<file path="src/rtl/fifo_arb_pkg.sv">
// Shared types and helpers for the FIFO write arbiter.
// Latency: n/a (package only).
// Backpressure: n/a.
package fifo_arb_pkg;

    typedef enum logic {ARB_IDLE, ARB_BURST} arb_state_t;

    // Index width for n sources, never narrower than one bit.
    function automatic int src_w(input int n);
        return (n > 2) ? $clog2(n) : 1;
    endfunction

    function automatic int wrap_inc(input int ptr, input int n);
        return (ptr + 1 >= n) ? 0 : ptr + 1;
    endfunction

endpackage

</file>
<file path="src/rtl/fifo_write_arbiter_picker.sv">
// Round-robin picker: first requester at or after rr_ptr, wrapping.
// Latency: combinational.
// Backpressure: none.
module rr_priority_picker
    import fifo_arb_pkg::*;
#(
    parameter int  NUM_SRC = 4,
    localparam int SRC_W   = src_w(NUM_SRC)
) (
    input  logic [NUM_SRC-1:0] req,
    input  logic [SRC_W-1:0]   rr_ptr,
    output logic               found,
    output logic [SRC_W-1:0]   idx
);

    logic [2*NUM_SRC-1:0] dbl;
    logic [NUM_SRC-1:0]   rot;
    int                   off;
    int                   sum;

    always_comb begin
        dbl   = {req, req};
        rot   = NUM_SRC'(dbl >> rr_ptr);
        found = 1'b0;
        off   = 0;
        // Scan downwards so the lowest rotated offset wins.
        for (int k = NUM_SRC - 1; k >= 0; k--) begin
            if (rot[k]) begin
                found = 1'b1;
                off   = k;
            end
        end
        sum = int'(rr_ptr) + off;
        if (sum >= NUM_SRC) begin
            sum = sum - NUM_SRC;
        end
        idx = SRC_W'(sum);
    end

endmodule

</file>
<file path="src/rtl/fifo_write_arbiter.sv">
// Burst-locked round-robin arbiter feeding one FIFO write port, source-tagged.
// Latency: one cycle from accept to out_*.
// Backpressure: src_ready follows load = !out_valid | out_ready; out_* hold while stalled.
module fifo_write_arbiter
    import fifo_arb_pkg::*;
#(
    parameter int  NUM_SRC    = 4,
    parameter int  DATA_WIDTH = 8,
    parameter int  MAX_BURST  = 4,
    localparam int SRC_W      = src_w(NUM_SRC)
) (
    input  logic                          clk,
    input  logic                          rstn,
    input  logic                          clear,
    input  logic [NUM_SRC*DATA_WIDTH-1:0] src_data,
    input  logic [NUM_SRC-1:0]            src_valid,
    input  logic [NUM_SRC-1:0]            src_last,
    output logic [NUM_SRC-1:0]            src_ready,
    output logic [DATA_WIDTH-1:0]         out_data,
    output logic [SRC_W-1:0]              out_src,
    output logic                          out_last,
    output logic                          out_valid,
    input  logic                          out_ready,
    output logic                          busy
);

    localparam int CNT_W = $clog2(MAX_BURST + 1);

    arb_state_t             state;
    logic [SRC_W-1:0]       rr_ptr;
    logic [SRC_W-1:0]       cur;
    logic [CNT_W-1:0]       beat_cnt;
    logic [DATA_WIDTH-1:0]  src_beat [NUM_SRC];
    logic                   pick_found;
    logic [SRC_W-1:0]       pick_idx;
    logic                   flush;
    logic                   load;
    logic [SRC_W-1:0]       sel;
    logic                   sel_vld;
    logic                   accept;

    for (genvar i = 0; i < NUM_SRC; i++) begin : g_unpack
        assign src_beat[i] = src_data[i*DATA_WIDTH +: DATA_WIDTH];
    end

    rr_priority_picker #(
        .NUM_SRC (NUM_SRC)
    ) u_picker (
        .req    (src_valid),
        .rr_ptr (rr_ptr),
        .found  (pick_found),
        .idx    (pick_idx)
    );

    assign flush   = !rstn || clear;
    assign load    = !out_valid || out_ready;
    assign sel     = (state == ARB_IDLE) ? pick_idx : cur;
    assign sel_vld = (state == ARB_IDLE) ? pick_found : src_valid[cur];
    assign accept  = !flush && sel_vld && load;
    assign busy    = (state == ARB_BURST);

    always_comb begin
        src_ready = '0;
        if (accept) begin
            src_ready[sel] = 1'b1;
        end
    end

    always_ff @(posedge clk) begin
        if (flush) begin
            out_valid <= 1'b0;
            out_data  <= '0;
            out_src   <= '0;
            out_last  <= 1'b0;
            state     <= ARB_IDLE;
            rr_ptr    <= '0;
            cur       <= '0;
            beat_cnt  <= '0;
        end else begin
            if (load) begin
                out_valid <= accept;
                if (accept) begin
                    out_data <= src_beat[sel];
                    out_src  <= sel;
                    out_last <= src_last[sel];
                end
            end

            case (state)
                ARB_IDLE: begin
                    if (accept) begin
                        if (!src_last[sel] && MAX_BURST > 1) begin
                            state    <= ARB_BURST;
                            cur      <= sel;
                            beat_cnt <= CNT_W'(1);
                        end else begin
                            rr_ptr <= SRC_W'(wrap_inc(int'(sel), NUM_SRC));
                        end
                    end
                end
                ARB_BURST: begin
                    // A source dropping valid mid-burst gives up the rest of its grant.
                    if (!src_valid[cur]) begin
                        state    <= ARB_IDLE;
                        rr_ptr   <= SRC_W'(wrap_inc(int'(cur), NUM_SRC));
                        beat_cnt <= '0;
                    end else if (accept) begin
                        if (src_last[cur] || (beat_cnt + 1'b1 == CNT_W'(MAX_BURST))) begin
                            state    <= ARB_IDLE;
                            rr_ptr   <= SRC_W'(wrap_inc(int'(cur), NUM_SRC));
                            beat_cnt <= '0;
                        end else begin
                            beat_cnt <= beat_cnt + 1'b1;
                        end
                    end
                end
                default: state <= ARB_IDLE;
            endcase
        end
    end

endmodule

</file>
<file path="config.mk">
export PLATFORM = sky130hd
export DESIGN_NAME = fifo_write_arbiter
export DESIGN_NICKNAME = d
export VERILOG_FILES = /design/src/rtl/fifo_arb_pkg.sv /design/src/rtl/fifo_write_arbiter_picker.sv /design/src/rtl/fifo_write_arbiter.sv
export SDC_FILE = /design/constraint.sdc
export NUM_CORES = 1
export LEC_CHECK = 0
export CAP_MARGIN = 25
export CORE_ASPECT_RATIO = 1.2
export CORE_MARGIN = 10
export CORE_UTILIZATION = 30
export CTS_BUF_LIST = sky130_fd_sc_hd__clkbuf_16
export CTS_CLUSTER_SIZE = 28
export DETAILED_ROUTE_END_ITERATION = 12
export PLACE_DENSITY = 0.7
export SLEW_MARGIN = 20
export SYNTH_ARGS = -nofsm -noshare
export SYNTH_HDL_FRONTEND = slang
export SYNTH_SLANG_ARGS = --single-unit
</file>
<file path="constraint.sdc">
create_clock -name clk -period 7.07 [get_ports clk]
set_clock_uncertainty 0.1 [all_clocks]
set_input_delay 1.414 -clock clk [delete_from_list [all_inputs] [get_ports clk]]
set_output_delay 1.414 -clock clk [all_outputs]
set_load 0.005 [all_outputs]
</file>
==> flow_summary_export.csv, run 1 <==
group,metric,value,unit
status,status,"finished, final reports clean",
clock_network,cts_inserted_buffers,3,
hold_path,min-delay-path-class,"reg -> reg",
sta,final-setup-viol-count,0,
detailed_routing,vias_per_cell,5.307,
global_route,grt_pass1_wl,7493,um
placed_design,place.port_buffers,60,
sta,setup_repair_after_global_routing_missed_its_margin,"false",
global_route,number_of_antenna_violations_at_the_first_check_in_global_routing,0,
setup_path,critPathSlowestCell,"sky130_fd_sc_hd__clkdlybuf4s50_1",
finish,antenna-diode-count,0,
finish,drive_gt1_frac,0.1182,
placed_design,finalWeightedCongestion,0.7798,
yosys,yosys.area.top_type,"sky130_fd_sc_hd__dfxtp_1",
finish,layout.cells.non_filler,280,
yosys,synthesis.instances,166,
yosys,yosysMostFrequentCell,"sky130_fd_sc_hd__dfxtp_1",
detailed_routing,dr.first_iter.drc_count,28,
finish,multiInputGateArea,1074,sq um
power_and_ir_drop,leakagePower,0.0009425,uW
die,initial_utilization,0.3141,
clock_network,number_of_h_tree_levels,1,
clock_network,cts_sinks,20,
power_and_ir_drop,total_power,358.6,uW
yosys,postSynthRegisterBits,20,
yosys,yosys_most_used_dff,"sky130_fd_sc_hd__dfxtp_1",
power_and_ir_drop,ir_worst_vdd,0.00007588,V
clock_network,cts-resized-gates,0,
finish,syn_to_final_growth,45.24,%
setup_path,endpoint_kind,"output port",
sta,slew_at_the_pin_closest_to_its_max_slew_limit,0.7517,ns
detailed_routing,drt_pass1_iterations,4,
die,rows,28,
detailed_routing,final_antenna_net_count,0,
placed_design,instance_count_after_placement_with_tap_cells_included,276,
setup_path,critPathMaxStageDelay,0.60,ns
finish,fillers,484,
die,floorplan.die.width,85.89,um
die,ios,61,
die,design.die.area,8508,sq um
yosys,cell_area_after_technology_mapping,1563,sq um
sta,holdWs,0.3844,ns
clock_network,clkLatencyLatePin,0.25,ns
die,die_h,99.07,um
setup_path,setup.worst_path.class,"in -> out",
yosys,synth_area_leaders,"sky130_fd_sc_hd__dfxtp_1 26%, sky130_fd_sc_hd__mux4_2 14%, sky130_fd_sc_hd__ha_1 5.6%, sky130_fd_sc_hd__mux2i_1 3.8%, sky130_fd_sc_hd__a21o_1 3.8%",
setup_path,crit_path_max_fanout,11,
clock_network,cts_setup_buffers,0,
finish,total_number_of_nets_in_the_final_design,272,
clock_network,clk_transition_reported_paths,0.06,ns
sta,hold_viol_final,0,
yosys,synth-async-reset-ratio,0,
yosys,synth_commonest_cells,"20 x sky130_fd_sc_hd__dfxtp_1, 10 x sky130_fd_sc_hd__mux4_2, 10 x sky130_fd_sc_hd__nand2_1, 10 x sky130_fd_sc_hd__nor2_1",
placed_design,dp_hpwl,3600,um
die,design.core.area,4975,sq um
clock_network,cts_max_path_buffers,2,
sta,timing.final.crit_share,0.8605,
clock_network,cts-hold-fix-buffers,0,
flow_run,cap_violations,0,
yosys,cell_variety_after_synth,52,
clock_network,tritoncts,"yes",
sta,fin_crit,6.084,ns
setup_path,timing.critical_path.required,5.56,ns
yosys,synthesis.area_per_instance,9.414,sq um
power_and_ir_drop,pwr_dens,158.0,nW/um^2
detailed_routing,drt_wl_total,4551,um
yosys,synth_top_area_share,0.2562,
setup_path,critPathArrivalTime,4.57,ns
setup_path,cp_cell_sequence,"clkdlybuf4s50_1 -> nor2b_1 -> a221oi_1 -> a31oi_1 -> a211o_1 -> ha_1 -> xor2_1 -> a21oi_2 -> o31ai_2 -> buf_4 -> inv_1 -> ha_1 -> and2_1 -> clkdlybuf4s50_1",
yosys,yosys_warnings,0,
setup_path,startpoint_type,"input port",
sta,max_freq,164.4,MHz
yosys,postSynthNetCount,217,
finish,post-route-util,0.4562,
global_route,grt_max_degree,23,
clock_network,cts_root_buf,"sky130_fd_sc_hd__clkbuf_16",
yosys,synth.yosys.seq_area_share,0.2562,
detailed_routing,route.detailed.wl_per_inst,16.25,um
detailed_routing,drc_errors,0,
sta,relative_max_transition_margin,0.4982,
global_route,via_count_of_the_first_global_routing_pass,1573,
global_route,grt_usage,0.1057,
global_route,globalRouteOverflowTotal,0,
detailed_routing,detailroute.via_count,1486,
yosys,synth_edf_count,0,
sta,setup_total_negative_slack,0,ns
finish,regArea,400.4,sq um
sta,drv_slew,0,
[worst max-delay path: cells and delay by family]
family	cells	cell delay, ns
xor gates and xnor gates	1	0.21
and+or+nand+nor	2	0.22
buffers and inverters	4	1.36
adders and majority gates	2	0.36
AOI/OAI and AO/OA	5	1.00
[state kept, by name, summed over array words and instances (netlist names)]
name,count
cur,2
beat_cnt,3
out_src,2
rr_ptr,2
out_last,1
out_data,8
out_valid,1
busy,1
[worst paths after layout]
kind	from	to	slack, ns	depth (start not counted)
worst min-delay path	out_src[1]	out_src[1]	0.38	2
worst max-delay path	src_valid[1]	src_ready[3]	0.99	14
worst min register to register	out_src[1]	out_src[1]	0.38	2
worst max register to register	rr_ptr[0]	cur[1]	3.79	10
[cell usage in the layout (no fill, tap or decap), types with 5 or more instances in the layout]
cell type,Yosys,layout
sky130_fd_sc_hd__mux2i_1,6,6
sky130_fd_sc_hd__nand2_1,10,10
sky130_fd_sc_hd__nor2_1,10,10
sky130_fd_sc_hd__ha_1,7,7
sky130_fd_sc_hd__mux4_2,10,10
sky130_fd_sc_hd__dfxtp_1,20,20
sky130_fd_sc_hd__clkdlybuf4s50_1,0,60
sky130_fd_sc_hd__o21ai_0,8,8
sky130_fd_sc_hd__and3_1,8,8
sky130_fd_sc_hd__a21o_1,8,8
sky130_fd_sc_hd__nand2b_1,5,5
[report_power, final]
part           switching, uW  internal [uW]
logic                   44.7           69.8
clock network           42.5           75.4
registers               6.32            120
total                   93.5            265
[stage by stage]
step	instance area, sq um	worst slack (ns)
final	2270	0.9861
after detailed placement	2191	0.9924
after global routing	2270	0.7062
after CTS	2270	0.9581
after global placement	2191	1.004
after floorplan	1563	1.924
[cells by family after synthesis]
kind of cell,share of synthesized area
AOI/OAI and AO/OA,0.2002
xor gates and xnor gates,0.01682
adders and majority gates,0.05604
buffers and inverters,0.05684
DFF,0.2562
muxes,0.2042
and+or+nand+nor,0.2098
[metal layers]
metal	vias up	wire length, um	GRT usage
li1	732	-	-
met1	686	1899	0.1186
met2	63	1980	0.1570
met3	5	609	0.06755
met4	0	62	0.03807
met5	-	0	0
[layout make-up]
cell class,instances,share of cell area
clock buffer,3,0.03308
timing repair buffer,64,0.2778
sequential,20,0.1764
inverter,3,0.004961
clock inverter,1,0.001654
tap,60,0.03308
multi-input combinational,129,0.4730
Note: power is estimated with default switching activity, not from simulation.
==> inputs of run 2 (changes only) <==
- TNS_END_PERCENT: default -> 1
- clock period: 7.07 -> 7.85 ns (I/O delays scaled with it)
==> run 2 against run 1 <==
Net effect:
- highest routed layer unchanged
- critical endpoint is now src_ready[1]
- clock-buffer cell count unchanged
- sequential share of layout area up 0.088 points
- critical path depth down 3
==> flow_summary_export.csv, run 2 (synthesis results as in run 1) <==
group,metric,value,unit
finish,syn_to_final_growth,44.52,%
setup_path,crit_path_max_fanout,10,
sta,final-setup-viol-count,0,
finish,total_number_of_nets_in_the_final_design,271,
clock_network,cts-hold-fix-buffers,0,
sta,max_freq,155.3,MHz
detailed_routing,detail_route.wirelength.met1,1956,um
clock_network,clkLatencyLatePin,0.26,ns
setup_path,regToRegStartpoint,"rr_ptr[0]",
die,design.die.area,8508,sq um
sta,slew_at_the_pin_closest_to_its_max_slew_limit,0.7325,ns
setup_path,startpoint,"src_valid[1]",
clock_network,clk_transition_reported_paths,0.06,ns
finish,antenna-diode-count,0,
detailed_routing,drt_wl_total,4488,um
placed_design,dp_slack,1.450,ns
sta,relative_max_transition_margin,0.5110,
power_and_ir_drop,ir_worst_vdd,0.00006055,V
hold_path,hold_start,"out_src[1]",
finish,most_frequent_standard_cell_in_the_layout_excluding_fill_and_tap_cells,"sky130_fd_sc_hd__clkdlybuf4s50_1",
detailed_routing,final_antenna_net_count,0,
finish,largest_reg_by_ff_count,"out_data",
hold_path,min-delay-path-class,"reg -> reg",
finish,final_area,2258,sq um
detailed_routing,vias_per_cell,5.284,
placed_design,place.port_buffers,60,
finish,regArea,400.4,sq um
finish,multiInputGateArea,1074,sq um
clock_network,number_of_h_tree_levels,1,
setup_path,endpoint_kind,"output port",
detailed_routing,dr.max_layer_used,"met4",
finish,layout_common_cells,"60 x sky130_fd_sc_hd__clkdlybuf4s50_1, 20 x sky130_fd_sc_hd__dfxtp_1, 10 x sky130_fd_sc_hd__nor2_1, 10 x sky130_fd_sc_hd__nand2_1, 10 x sky130_fd_sc_hd__mux4_2",
die,die_h,99.07,um
die,ios,61,
clock_network,cts-resized-gates,0,
sta,holdWs,0.3742,ns
clock_network,cts_inserted_buffers,3,
global_route,grt_max_degree,23,
global_route,number_of_antenna_violations_at_the_first_check_in_global_routing,0,
sta,drv_slew,0,
setup_path,setup.worst_path.class,"in -> out",
sta,hold_viol_final,0,
finish,largestRegisters,"out_data x8, beat_cnt x3",
clock_network,cts_sinks,20,
global_route,grt_pass1_wl,7652,um
placed_design,dp_hpwl,3555,um
sta,fin_crit,6.438,ns
power_and_ir_drop,pwr_dens,142.1,nW/um^2
global_route,grt_usage,0.1087,
detailed_routing,wl_met2,1939,um
detailed_routing,route.detailed.wl_per_inst,16.14,um
detailed_routing,met3RoutedLength,551,um
sta,setup_total_negative_slack,0,ns
sta,timing.final.crit_share,0.8201,
die,design.core.area,4975,sq um
power_and_ir_drop,total_power,320.8,uW
sta,final_worst_setup_slack,1.412,ns
die,floorplan.die.width,85.89,um
placed_design,finalWeightedCongestion,0.7334,
setup_path,startpoint_type,"input port",
global_route,via_count_of_the_first_global_routing_pass,1603,
flow_run,cap_violations,0,
detailed_routing,dr.first_iter.drc_count,69,
setup_path,critPathArrivalTime,4.77,ns
finish,largest_register_ffs,8,
clock_network,tritoncts,"yes",
clock_network,cts_setup_buffers,0,
clock_network,cts_root_buf,"sky130_fd_sc_hd__clkbuf_16",
detailed_routing,drc_errors,0,
status,status,"finished, final reports clean",
global_route,globalRouteOverflowTotal,0,
clock_network,cts_max_path_buffers,2,
detailed_routing,drt_pass1_iterations,4,
sta,setup_repair_after_global_routing_missed_its_margin,"false",
die,initial_utilization,0.3141,
placed_design,placedInstanceArea,2183,sq um
finish,drive_gt1_frac,0.1147,
finish,fillers,508,
power_and_ir_drop,leakagePower,0.0009362,uW
setup_path,timing.critical_path.required,6.18,ns
detailed_routing,detailroute.via_count,1469,
die,rows,28,
==> run 2: cell count changes in the layout (fill, tap and decap cells not counted), sizes merged <==
cell,previous run,this run
buf,4,3
clkinv,1,0
==> run 2: path summary, 6_finish.rpt <==
check,endpoint,slack (ns),cells past startpoint
setup / recovery,src_ready[1],1.41,11
hold / removal,out_src[1],0.37,2
setup reg to reg,cur[1],4.53,10
hold reg to reg,out_src[1],0.37,2
==> run 2: cell type report <==
class                   instances  share of cell area
clock buffers                   3             0.03324
well taps                      60             0.03324
repair buffers                 63              0.2759
inverters                       3            0.004986
multi-input cells             129              0.4753
flip-flops and latches         20              0.1773
==> run 2: report_power, final <==
group          switching (uW)  internal (uW)
sequential               5.53            108
clock                    38.1           67.2
combinational            40.0           61.9
==> run 2: critical path, stage by stage <==
cell and delay, ns:
sky130_fd_sc_hd__clkdlybuf4s50_1 0.60, sky130_fd_sc_hd__nor2b_1 0.09, sky130_fd_sc_hd__a221oi_1 0.28, sky130_fd_sc_hd__a31oi_1 0.07, sky130_fd_sc_hd__a211o_1 0.28, sky130_fd_sc_hd__ha_1 0.33
sky130_fd_sc_hd__mux2i_1 0.44, sky130_fd_sc_hd__inv_2 0.25, sky130_fd_sc_hd__ha_1 0.25, sky130_fd_sc_hd__and2_1 0.14, sky130_fd_sc_hd__clkdlybuf4s50_1 0.45
==> run 2: stage by stage <==
stage                     utilization  std cells
after floorplan                     -        166
after global routing           0.4540        278
after CTS                      0.4540        278
after global placement         0.4389        275
final                          0.4540        278
after detailed placement       0.4389        275
==> run 2: layer usage <==
metal | GRT usage | vias to the layer above
met5 | 0 | -
met4 | 0.04188 | 0
met3 | 0.06096 | 4
met2 | 0.1696 | 64
met1 | 0.1194 | 664
li1 | - | 737
